### src/rtl/hc595_chain_ctrl_if.sv
// Handshake and board-pin bundle for the 74HC595 chain driver.
// W is the frame width and must equal 8*CHIP_NUM of the attached controller.
interface hc595_chain_ctrl_if #(
    parameter int W = 16
);
    logic [W-1:0] data_in;
    logic         load;
    logic         en;
    logic         ready;
    logic         done;
    logic         ds;
    logic         shcp;
    logic         stcp;
    logic         oe;

    modport master (
        output data_in, load, en,
        input  ready, done, ds, shcp, stcp, oe
    );

    modport slave (
        input  data_in, load, en,
        output ready, done, ds, shcp, stcp, oe
    );
endinterface

### src/rtl/hc595_chain_ctrl.sv
// Serial driver for a daisy-chain of CHIP_NUM 74HC595s: accepts a frame on load/ready,
// shifts it out on ds/shcp at DIV clocks per bit, then latches it with one stcp pulse.
module hc595_chain_ctrl #(
    parameter int CHIP_NUM  = 2,
    parameter int DIV       = 4,
    parameter bit MSB_FIRST = 1'b0
) (
    input  logic                sys_clk,
    input  logic                sys_rst_n,
    hc595_chain_ctrl_if.slave   bus
);
    localparam int W     = 8 * CHIP_NUM;
    localparam int PH_W  = (DIV > 2) ? $clog2(DIV) : 1;
    localparam int BIT_W = $clog2(W);
    localparam logic [PH_W-1:0]  PH_LAST  = PH_W'(DIV - 1);
    localparam logic [PH_W-1:0]  PH_HALF  = PH_W'(DIV / 2);
    localparam logic [BIT_W-1:0] BIT_LAST = BIT_W'(W - 1);

    if (DIV < 2 || (DIV % 2) != 0) begin : g_bad_div
        $error("hc595_chain_ctrl: DIV must be even and >= 2");
    end
    if (CHIP_NUM < 1 || CHIP_NUM > 8) begin : g_bad_chip_num
        $error("hc595_chain_ctrl: CHIP_NUM must be within 1..8");
    end

    typedef enum logic [1:0] {
        ST_IDLE  = 2'd0,
        ST_SHIFT = 2'd1,
        ST_LATCH = 2'd2
    } state_e;

    state_e           state_q,  state_d;
    logic [PH_W-1:0]  phase_q,  phase_d;
    logic [BIT_W-1:0] bit_q,    bit_d;
    logic [W-1:0]     shadow_q, shadow_d;
    logic             ds_q,     ds_d;
    logic             shcp_q,   shcp_d;
    logic             stcp_q,   stcp_d;
    logic             done_q,   done_d;
    logic             ready_q,  ready_d;
    logic             oe_q;
    logic             cur_bit_s;

    // Next-state and next-output logic for the frame sequencer.
    always_comb begin
        state_d  = state_q;
        phase_d  = phase_q;
        bit_d    = bit_q;
        shadow_d = shadow_q;
        ds_d     = ds_q;
        shcp_d   = shcp_q;
        stcp_d   = stcp_q;
        done_d   = 1'b0;

        if (MSB_FIRST) begin
            cur_bit_s = shadow_q[BIT_LAST - bit_q];
        end else begin
            cur_bit_s = shadow_q[bit_q];
        end

        case (state_q)
            ST_IDLE: begin
                if (bus.load && ready_q) begin
                    shadow_d = bus.data_in;
                    phase_d  = '0;
                    bit_d    = '0;
                    state_d  = ST_SHIFT;
                end else begin
                    state_d  = ST_IDLE;
                end
            end
            ST_SHIFT: begin
                // ds changes with shcp low; shcp rises mid-eye so the chip samples a settled bit.
                if (phase_q == '0) begin
                    ds_d   = cur_bit_s;
                    shcp_d = 1'b0;
                end else if (phase_q == PH_HALF) begin
                    shcp_d = 1'b1;
                end else begin
                    shcp_d = shcp_q;
                end
                if (phase_q == PH_LAST) begin
                    phase_d = '0;
                    if (bit_q == BIT_LAST) begin
                        state_d = ST_LATCH;
                    end else begin
                        bit_d = bit_q + BIT_W'(1);
                    end
                end else begin
                    phase_d = phase_q + PH_W'(1);
                end
            end
            ST_LATCH: begin
                if (phase_q == '0) begin
                    shcp_d  = 1'b0;
                    stcp_d  = 1'b1;
                    phase_d = phase_q + PH_W'(1);
                end else if (phase_q == PH_HALF) begin
                    stcp_d  = 1'b0;
                    done_d  = 1'b1;
                    phase_d = '0;
                    state_d = ST_IDLE;
                end else begin
                    phase_d = phase_q + PH_W'(1);
                end
            end
            default: begin
                state_d = ST_IDLE;
                phase_d = '0;
                bit_d   = '0;
                shcp_d  = 1'b0;
                stcp_d  = 1'b0;
            end
        endcase

        ready_d = (state_d == ST_IDLE);
    end

    // State and output registers; a reset mid-frame drops the frame without pulsing stcp.
    always_ff @(posedge sys_clk or negedge sys_rst_n) begin
        if (!sys_rst_n) begin
            state_q  <= ST_IDLE;
            phase_q  <= '0;
            bit_q    <= '0;
            shadow_q <= '0;
            ds_q     <= 1'b0;
            shcp_q   <= 1'b0;
            stcp_q   <= 1'b0;
            done_q   <= 1'b0;
            ready_q  <= 1'b1;
            oe_q     <= 1'b1;
        end else begin
            state_q  <= state_d;
            phase_q  <= phase_d;
            bit_q    <= bit_d;
            shadow_q <= shadow_d;
            ds_q     <= ds_d;
            shcp_q   <= shcp_d;
            stcp_q   <= stcp_d;
            done_q   <= done_d;
            ready_q  <= ready_d;
            oe_q     <= ~bus.en;
        end
    end

    assign bus.ready = ready_q;
    assign bus.done  = done_q;
    assign bus.ds    = ds_q;
    assign bus.shcp  = shcp_q;
    assign bus.stcp  = stcp_q;
    assign bus.oe    = oe_q;
endmodule

### src/flat_wrapper.sv
// flat-port wrapper written by rule: the top's interface ports become plain ports
module hc595_chain_ctrl_flat 
#(
    parameter int CHIP_NUM  = 2,
    parameter int DIV       = 4,
    parameter bit MSB_FIRST = 1'b0
)
  (sys_clk, sys_rst_n, bus_data_in, bus_load, bus_en, bus_ready, bus_done, bus_ds, bus_shcp, bus_stcp, bus_oe);
  hc595_chain_ctrl_if #(.W(16)) bus_i ();
  input  logic sys_clk;
  input  logic sys_rst_n;
  input wire logic [$bits(bus_i.data_in)-1:0] bus_data_in;
  input wire logic [$bits(bus_i.load)-1:0] bus_load;
  input wire logic [$bits(bus_i.en)-1:0] bus_en;
  output wire logic [$bits(bus_i.ready)-1:0] bus_ready;
  output wire logic [$bits(bus_i.done)-1:0] bus_done;
  output wire logic [$bits(bus_i.ds)-1:0] bus_ds;
  output wire logic [$bits(bus_i.shcp)-1:0] bus_shcp;
  output wire logic [$bits(bus_i.stcp)-1:0] bus_stcp;
  output wire logic [$bits(bus_i.oe)-1:0] bus_oe;
  assign bus_i.data_in = bus_data_in;
  assign bus_i.load = bus_load;
  assign bus_i.en = bus_en;
  assign bus_ready = bus_i.ready;
  assign bus_done = bus_i.done;
  assign bus_ds = bus_i.ds;
  assign bus_shcp = bus_i.shcp;
  assign bus_stcp = bus_i.stcp;
  assign bus_oe = bus_i.oe;
  hc595_chain_ctrl #(.CHIP_NUM(CHIP_NUM), .DIV(DIV), .MSB_FIRST(MSB_FIRST)) u_core (.sys_clk(sys_clk), .sys_rst_n(sys_rst_n), .bus(bus_i));
endmodule
### config.mk
export PLATFORM = sky130hd
export DESIGN_NAME = hc595_chain_ctrl_flat
export DESIGN_NICKNAME = d
export VERILOG_FILES = /design/src/rtl/hc595_chain_ctrl_if.sv /design/src/rtl/hc595_chain_ctrl.sv /design/src/flat_wrapper.sv
export SDC_FILE = /design/constraint.sdc
export NUM_CORES = 1
export LEC_CHECK = 0
export BUFFER_PORTS_ARGS = -buffer_cell sky130_fd_sc_hd__buf_2
export CORE_MARGIN = 3
export CORE_UTILIZATION = 55
export DETAILED_ROUTE_END_ITERATION = 6
export PLACE_DENSITY = 0.76
export SYNTH_ARGS = -nofsm -noshare
export SYNTH_HDL_FRONTEND = slang
export SYNTH_SLANG_ARGS = --single-unit
export TNS_END_PERCENT = 30
### constraint.sdc
create_clock -name sys_clk -period 1.81 [get_ports sys_clk]
set_input_delay 0.362 -clock sys_clk [delete_from_list [all_inputs] [get_ports sys_clk]]
set_output_delay 0.362 -clock sys_clk [all_outputs]
set_load 0.01 [all_outputs]
# ---- After elaboration in Yosys (flattened, before gate mapping)
# Index checks and enable logic that the tools add are counted.
# W data, S select, Z words.
dict set report word_totals {
  register_bits 30
  output_inout_bits 6
  elab_cells 65
  in_bits 20
}
dict set report classes {
  n_reduce_logical 10
  mux 27
  eq_ne 11
  n_bitwise 4
  n_addsub 2
  magnitude_cmp 1
}
# cell count
set op_table {}
lappend op_table {{$mux W2} 8}
lappend op_table {{$mux W4} 3}
lappend op_table {{$pmux W2 S3} 2}
lappend op_table {{$pmux W4 S3} 1}
lappend op_table {{$mux W1} 10}
lappend op_table {{$eq A2 B2 Y1 const B} 3}
lappend op_table {{$logic_not A2 Y1} 3}
lappend op_table {{$ne A2 B1 Y1 const B} 3}
lappend op_table {{$ne A3 B1 Y1 const B} 2}
lappend op_table {{$reduce_and A2 Y1} 3}
lappend op_table {{$lt A4 B5 Y1 const B} 1}
lappend op_table {{$add A4 B1 Y4 const B} 1}
lappend op_table {{$bmux W1 S4} 1}
lappend op_table {{$eq A4 B4 Y1 const B} 1}
lappend op_table {{$not A1 Y1} 4}
lappend op_table {{$reduce_and A4 Y1} 1}
lappend op_table {{$pmux W1 S3} 1}
lappend op_table {{$reduce_and A3 Y1} 1}
lappend op_table {{$add A2 B1 Y2 const B} 1}
lappend op_table {{$eq A2 B1 Y1 const B} 1}
lappend op_table {{$ne A2 B2 Y1 const B} 1}
lappend op_table {{$pmux W1 S2} 1}
lappend op_table {{$reduce_or A2 Y1} 1}
lappend op_table {{$logic_and A1 B1 Y1} 1}

# ---- Longest topological paths before layout
dict set report logic_depth {
  ltp_word 5
  mapped_depth 7
  depth_no_buf 6
}

# ---- Least setup slack after synthesis
# No wires, ideal clock.
dict set report synth_path {
  kind {reg-to-reg}
  start {register u_core.state_q[1]}
  end {register u_core.shadow_q[10]}
  synth_period_minus_slack_ps 1608
  required_ps 1685
  arrival_ps 1483
  slack_ps 202
  path_stages_with_launch 6
  setup_time_ps 125
  path_buffers 1
  cell_sequence {dfrtp_1 -> inv_1 -> ha_1 -> nand3_1 -> buf_2 -> mux2_2}
}
dict set report synth_between {
  elab_chain_cells 2
}
# element line_no
set synth_rtl {}
lappend synth_rtl {{from (decl)} hc595_chain_ctrl.sv:32} ;# state_e state_q, state_d;
lappend synth_rtl {{from (signal assigned)} hc595_chain_ctrl.sv:133} ;# state_q <= state_d;
lappend synth_rtl {{$logic_not A2 Y1} hc595_chain_ctrl.sv:61} ;# case (state_q)
lappend synth_rtl {{$reduce_and A2 Y1 (no line)} n/a}
lappend synth_rtl {{to (signal assigned)} hc595_chain_ctrl.sv:136} ;# shadow_q <= shadow_d;
lappend synth_rtl {{to (decl)} hc595_chain_ctrl.sv:35} ;# logic [W-1:0] shadow_q, shadow_d;
# No other way between the ends.
# A chain may end at the register's enable or synchronous reset.

# ---- Worst setup path after layout
dict set report layout_path {
  start {register u_core.bit_q[0]}
  end {register u_core.ds_q, in the netlist u_core.bus.ds}
}
dict set report layout_between {
  elab_chain_cells 2
}
# element line_no
set layout_rtl {}
lappend layout_rtl {{from (decl)} hc595_chain_ctrl.sv:34} ;# logic [BIT_W-1:0] bit_q, bit_d;
lappend layout_rtl {{from (signal assigned)} hc595_chain_ctrl.sv:135} ;# bit_q <= bit_d;
lappend layout_rtl {{$bmux W1 S4} hc595_chain_ctrl.sv:58} ;# cur_bit_s = shadow_q[bit_q];
lappend layout_rtl {{$mux W1 (implied by the code)} hc595_chain_ctrl.sv:58}
lappend layout_rtl {{to (signal assigned)} hc595_chain_ctrl.sv:137} ;# ds_q <= ds_d;
lappend layout_rtl {{to (decl)} hc595_chain_ctrl.sv:36} ;# logic ds_q, ds_d;
# No other way between the ends. The select of a mux whose other input is x is not followed.

==> run_results.csv <==
group,metric,value,unit
status,status,"completed",
global_route,grt.met2_usage,0.301,
floorplan,ios,26,
setup_path,end_kind,"flip-flop",
setup_path,worstSetupPathType,"reg -> reg",
clocking,cts_max_path_buffers,2,
logic_synthesis,avgSynthCellArea,11.8,um2
routing,wire_per_inst,15.7,um
logic_synthesis,synth-compound-area-share,0.135,
logic_synthesis,synthArstFlopShare,1.00,
logic_synthesis,netlist_area,1570,um2
floorplan,dieHeight,59.5,um
global_route,met3_usage,0.0610,
global_route,overflow,0,
placement,io_buffers,25,
placement,place.gp.congestion,0.879,
sta,skew,10.1,ps
flow_run,cap_viol_max_count,0,
routing,avgViaCountPerCell,5.94,
clocking,clk_pin_slew,90,ps
logic_synthesis,synth_edf_count,0,
placement,dp_hpwl,2270,um
logic_synthesis,synth_mux_area_frac,0.173,
logic_synthesis,syn_nets,163,
global_route,grtUsageTotal,0.202,
setup_path,startpoint_type,"flip-flop",
logic_synthesis,synth_top_family_by_area,"multiplexers",
routing,dr_total_vias,1158,
setup_path,r2r_slack,150,ps
setup_path,cp.depth,3,
routing,drt-pass1-iter-count,6,
layout,nets,194,
setup_path,slowest_delay,580,ps
clocking,cts_sinks,30,
pwr,cellPowerDensity,1280,nW/um2
global_route,grt_pass1_wl,5210,um
setup_path,cp.required,2020,ps
sta,slew_headroom,0.571,
clocking,h-tree-depth,2,
clocking,worstSkewPairLatency,330,ps
setup_path,cp_cell_sequence,"mux4_1 > a2111oi_0 > nor3_1",
logic_synthesis,yosys.area_share.simple,0.0843,
sta,rsz0062_at_grt,"false",
layout,register_area,754,um2
pwr,ir_drop,1.05,mV
global_route,antenna_found_initial,0,
clocking,cts_made_buffers,5,
floorplan,rows,18,
clocking,cts_tree,"yes",
setup_path,r2r_end,"u_core.bus.ds$_DFFE_PN0P_",
logic_synthesis,netlist_top_cells_area,"dfrtp_1 45%, mux2_2 11%, ha_1 8.0%, dfstp_2 3.3%, mux4_1 3.3%",
clocking,cts_setup_buffers,0,
layout,drive_above_1_share,0.352,
setup_path,critPathTopFamily,"multiplexers",
worst_hold_path,min_path_type,"in -> async",
sta,finalSetupTns,0,ps
logic_synthesis,syn_inst,133,
sta,fmax,602,MHz
sta,timing_worst_slew_pin_value,644,ps
routing,drtIter0Drc,59,
layout,final_area,1790,um2
layout,final_cell_mix,"27 x dfrtp_1, 25 x buf_2, 16 x mux2_2",
layout,multiInputGateArea,743,um2
setup_path,r2r_cells,3,
routing,drtAntennaViolNets,0,
floorplan,start_util,0.607,
routing,wl,3060,um
setup_path,crit_fanout,7,
routing,drc,0,
layout,nFillCells,190,
layout,finish.utilization,0.692,
floorplan,core,2590,um2
sta,finalMaxSlewViolations,0,
setup_path,cpMaxStageDelayCell,"mux4_1",
global_route,grt_pass1_vias,1142,
sta,min_period_over_period,0.918,
logic_synthesis,synthDistinctLibCells,38,
logic_synthesis,ys_seq_area_frac,0.479,
layout,syn2layout_area_growth,13.9,%
sta,hold_slack,39.6,ps
setup_path,crit_arrival,1870,ps
logic_synthesis,synthFlopType,"dfrtp_1",
pwr,total_leakage_power,0.817,nW
placement,place_area,1730,um2
setup_path,cp_num_buf_inv,0,
layout,layout_commonest_cell,"dfrtp_1",
layout,antennaDiodeCount,0,
sta,setup_viol,0,
logic_synthesis,synth_xor_area_frac,0,
floorplan,die_x,59.5,um
floorplan,die_area,3540,um2
pwr,power,2.29,mW
global_route,grt_max_degree,31,
logic_synthesis,yosys_warnings,0,
global_route,met1_usage,0.268,
clocking,root_buffer,"clkbuf_4",
logic_synthesis,ys_ff_latch,30,
sta,fin_crit,1660,ps
logic_synthesis,yosys.area.top_type,"dfrtp_1",
sta,finalHoldViolCount,0,
setup_path,r2r_start,"u_core.bit_q[0]$_DFFE_PN0P_",
logic_synthesis,synth_top_area_share,0.446,
logic_synthesis,synth_fa_ha_area_frac,0.0796,
global_route,top_usage_layer,"met2",
[metal layers]
layer | up-vias | wire [um]
li1 | 547 | -
met5 | - | 0
met2 | 50 | 1470
met1 | 559 | 1350
met4 | 0 | 6
met3 | 2 | 234
[worst reg2reg max path: stages, from the launching register on]
cell and delay, ps:
dfrtp_2 440, mux4_1 580, a2111oi_0 440, nor3_1 80
[per-stage QoR]
stage | std cells | worst slack, ps
after global placement | 187 | 198
after detailed placement | 187 | 134
after CTS | 195 | 92.3
after floorplan | 133 | 202
after global routing | 195 | 40.5
final | 195 | 148
[worst max path at each step]
stage | endpoint | start | slack, ps
2_1_floorplan | u_core.shadow_q[10]$_DFFE_PN0P_ | u_core.state_q[1]$_DFF_PN0_ | 200
3_3_place_gp | u_core.bus.ds$_DFFE_PN0P_ | u_core.bit_q[0]$_DFFE_PN0P_ | 200
3_5_place_dp | u_core.bus.ds$_DFFE_PN0P_ | u_core.bit_q[0]$_DFFE_PN0P_ | 130
4_1_cts | u_core.bus.ds$_DFFE_PN0P_ | u_core.bit_q[0]$_DFFE_PN0P_ | 90
5_1_grt | u_core.state_q[0]$_DFF_PN0_ | u_core.phase_q[0]$_DFFE_PN0N_ | 40
6_report | u_core.bus.ds$_DFFE_PN0P_ | u_core.bit_q[0]$_DFFE_PN0P_ | 150
[cells by family after synthesis]
logic type      after synthesis
buf+inv                      16
mux                          22
compound gates               29
fa+ha+maj                    10
flops                        30
simple gates                 26
[sequential cells by signal, summed over array words and instances, names as in the netlist]
name / count
u_core.bus.done: 1
u_core.bus.ds: 1
u_core.bus.stcp: 1
u_core.bit_q: 4
u_core.bus.oe: 1
u_core.bus.shcp: 1
u_core.shadow_q: 16
u_core.bus.ready: 1
u_core.state_q: 2
u_core.phase_q: 2
[layout make-up]
cell class	count	share of cell area
timing repair buffer	29	0.0866
clock inverter	1	0.00279
inverter	11	0.0230
clock buffer	7	0.0307
tap	30	0.0209
sequential	30	0.421
multi-input combinational	87	0.415
[cell usage after synthesis, types with 2 or more instances]
master / number
clkbuf_1: 2
o21ai_0: 4
a32o_1: 2
mux2i_1: 4
o22ai_1: 3
mux2_2: 16
mux4_1: 2
nand3_1: 5
and2_1: 2
ha_1: 10
buf_6: 2
a22oi_1: 3
nand2_1: 7
inv_1: 11
a22o_1: 2
a21oi_1: 4
nand2b_1: 2
dfrtp_1: 28
dfstp_2: 2
nor2_1: 4
[power breakdown]
| part | total [mW] | switching, mW | internal [mW] | leakage, nW |
|---|---|---|---|---|
| sequential | 1.05 | 0.141 | 0.912 | 0.370 |
| combinational | 0.829 | 0.388 | 0.441 | 0.412 |
| clock | 0.410 | 0.222 | 0.188 | 0.0353 |
| total | 2.29 | 0.751 | 1.54 | 0.817 |
[timing repair]
action | CTS | global route
hold buffers | 0 | 0
resized for setup | 0 | 1
endpoints found under the setup margin | 0 | 1
Note: power is estimated with default switching activity, not from simulation.
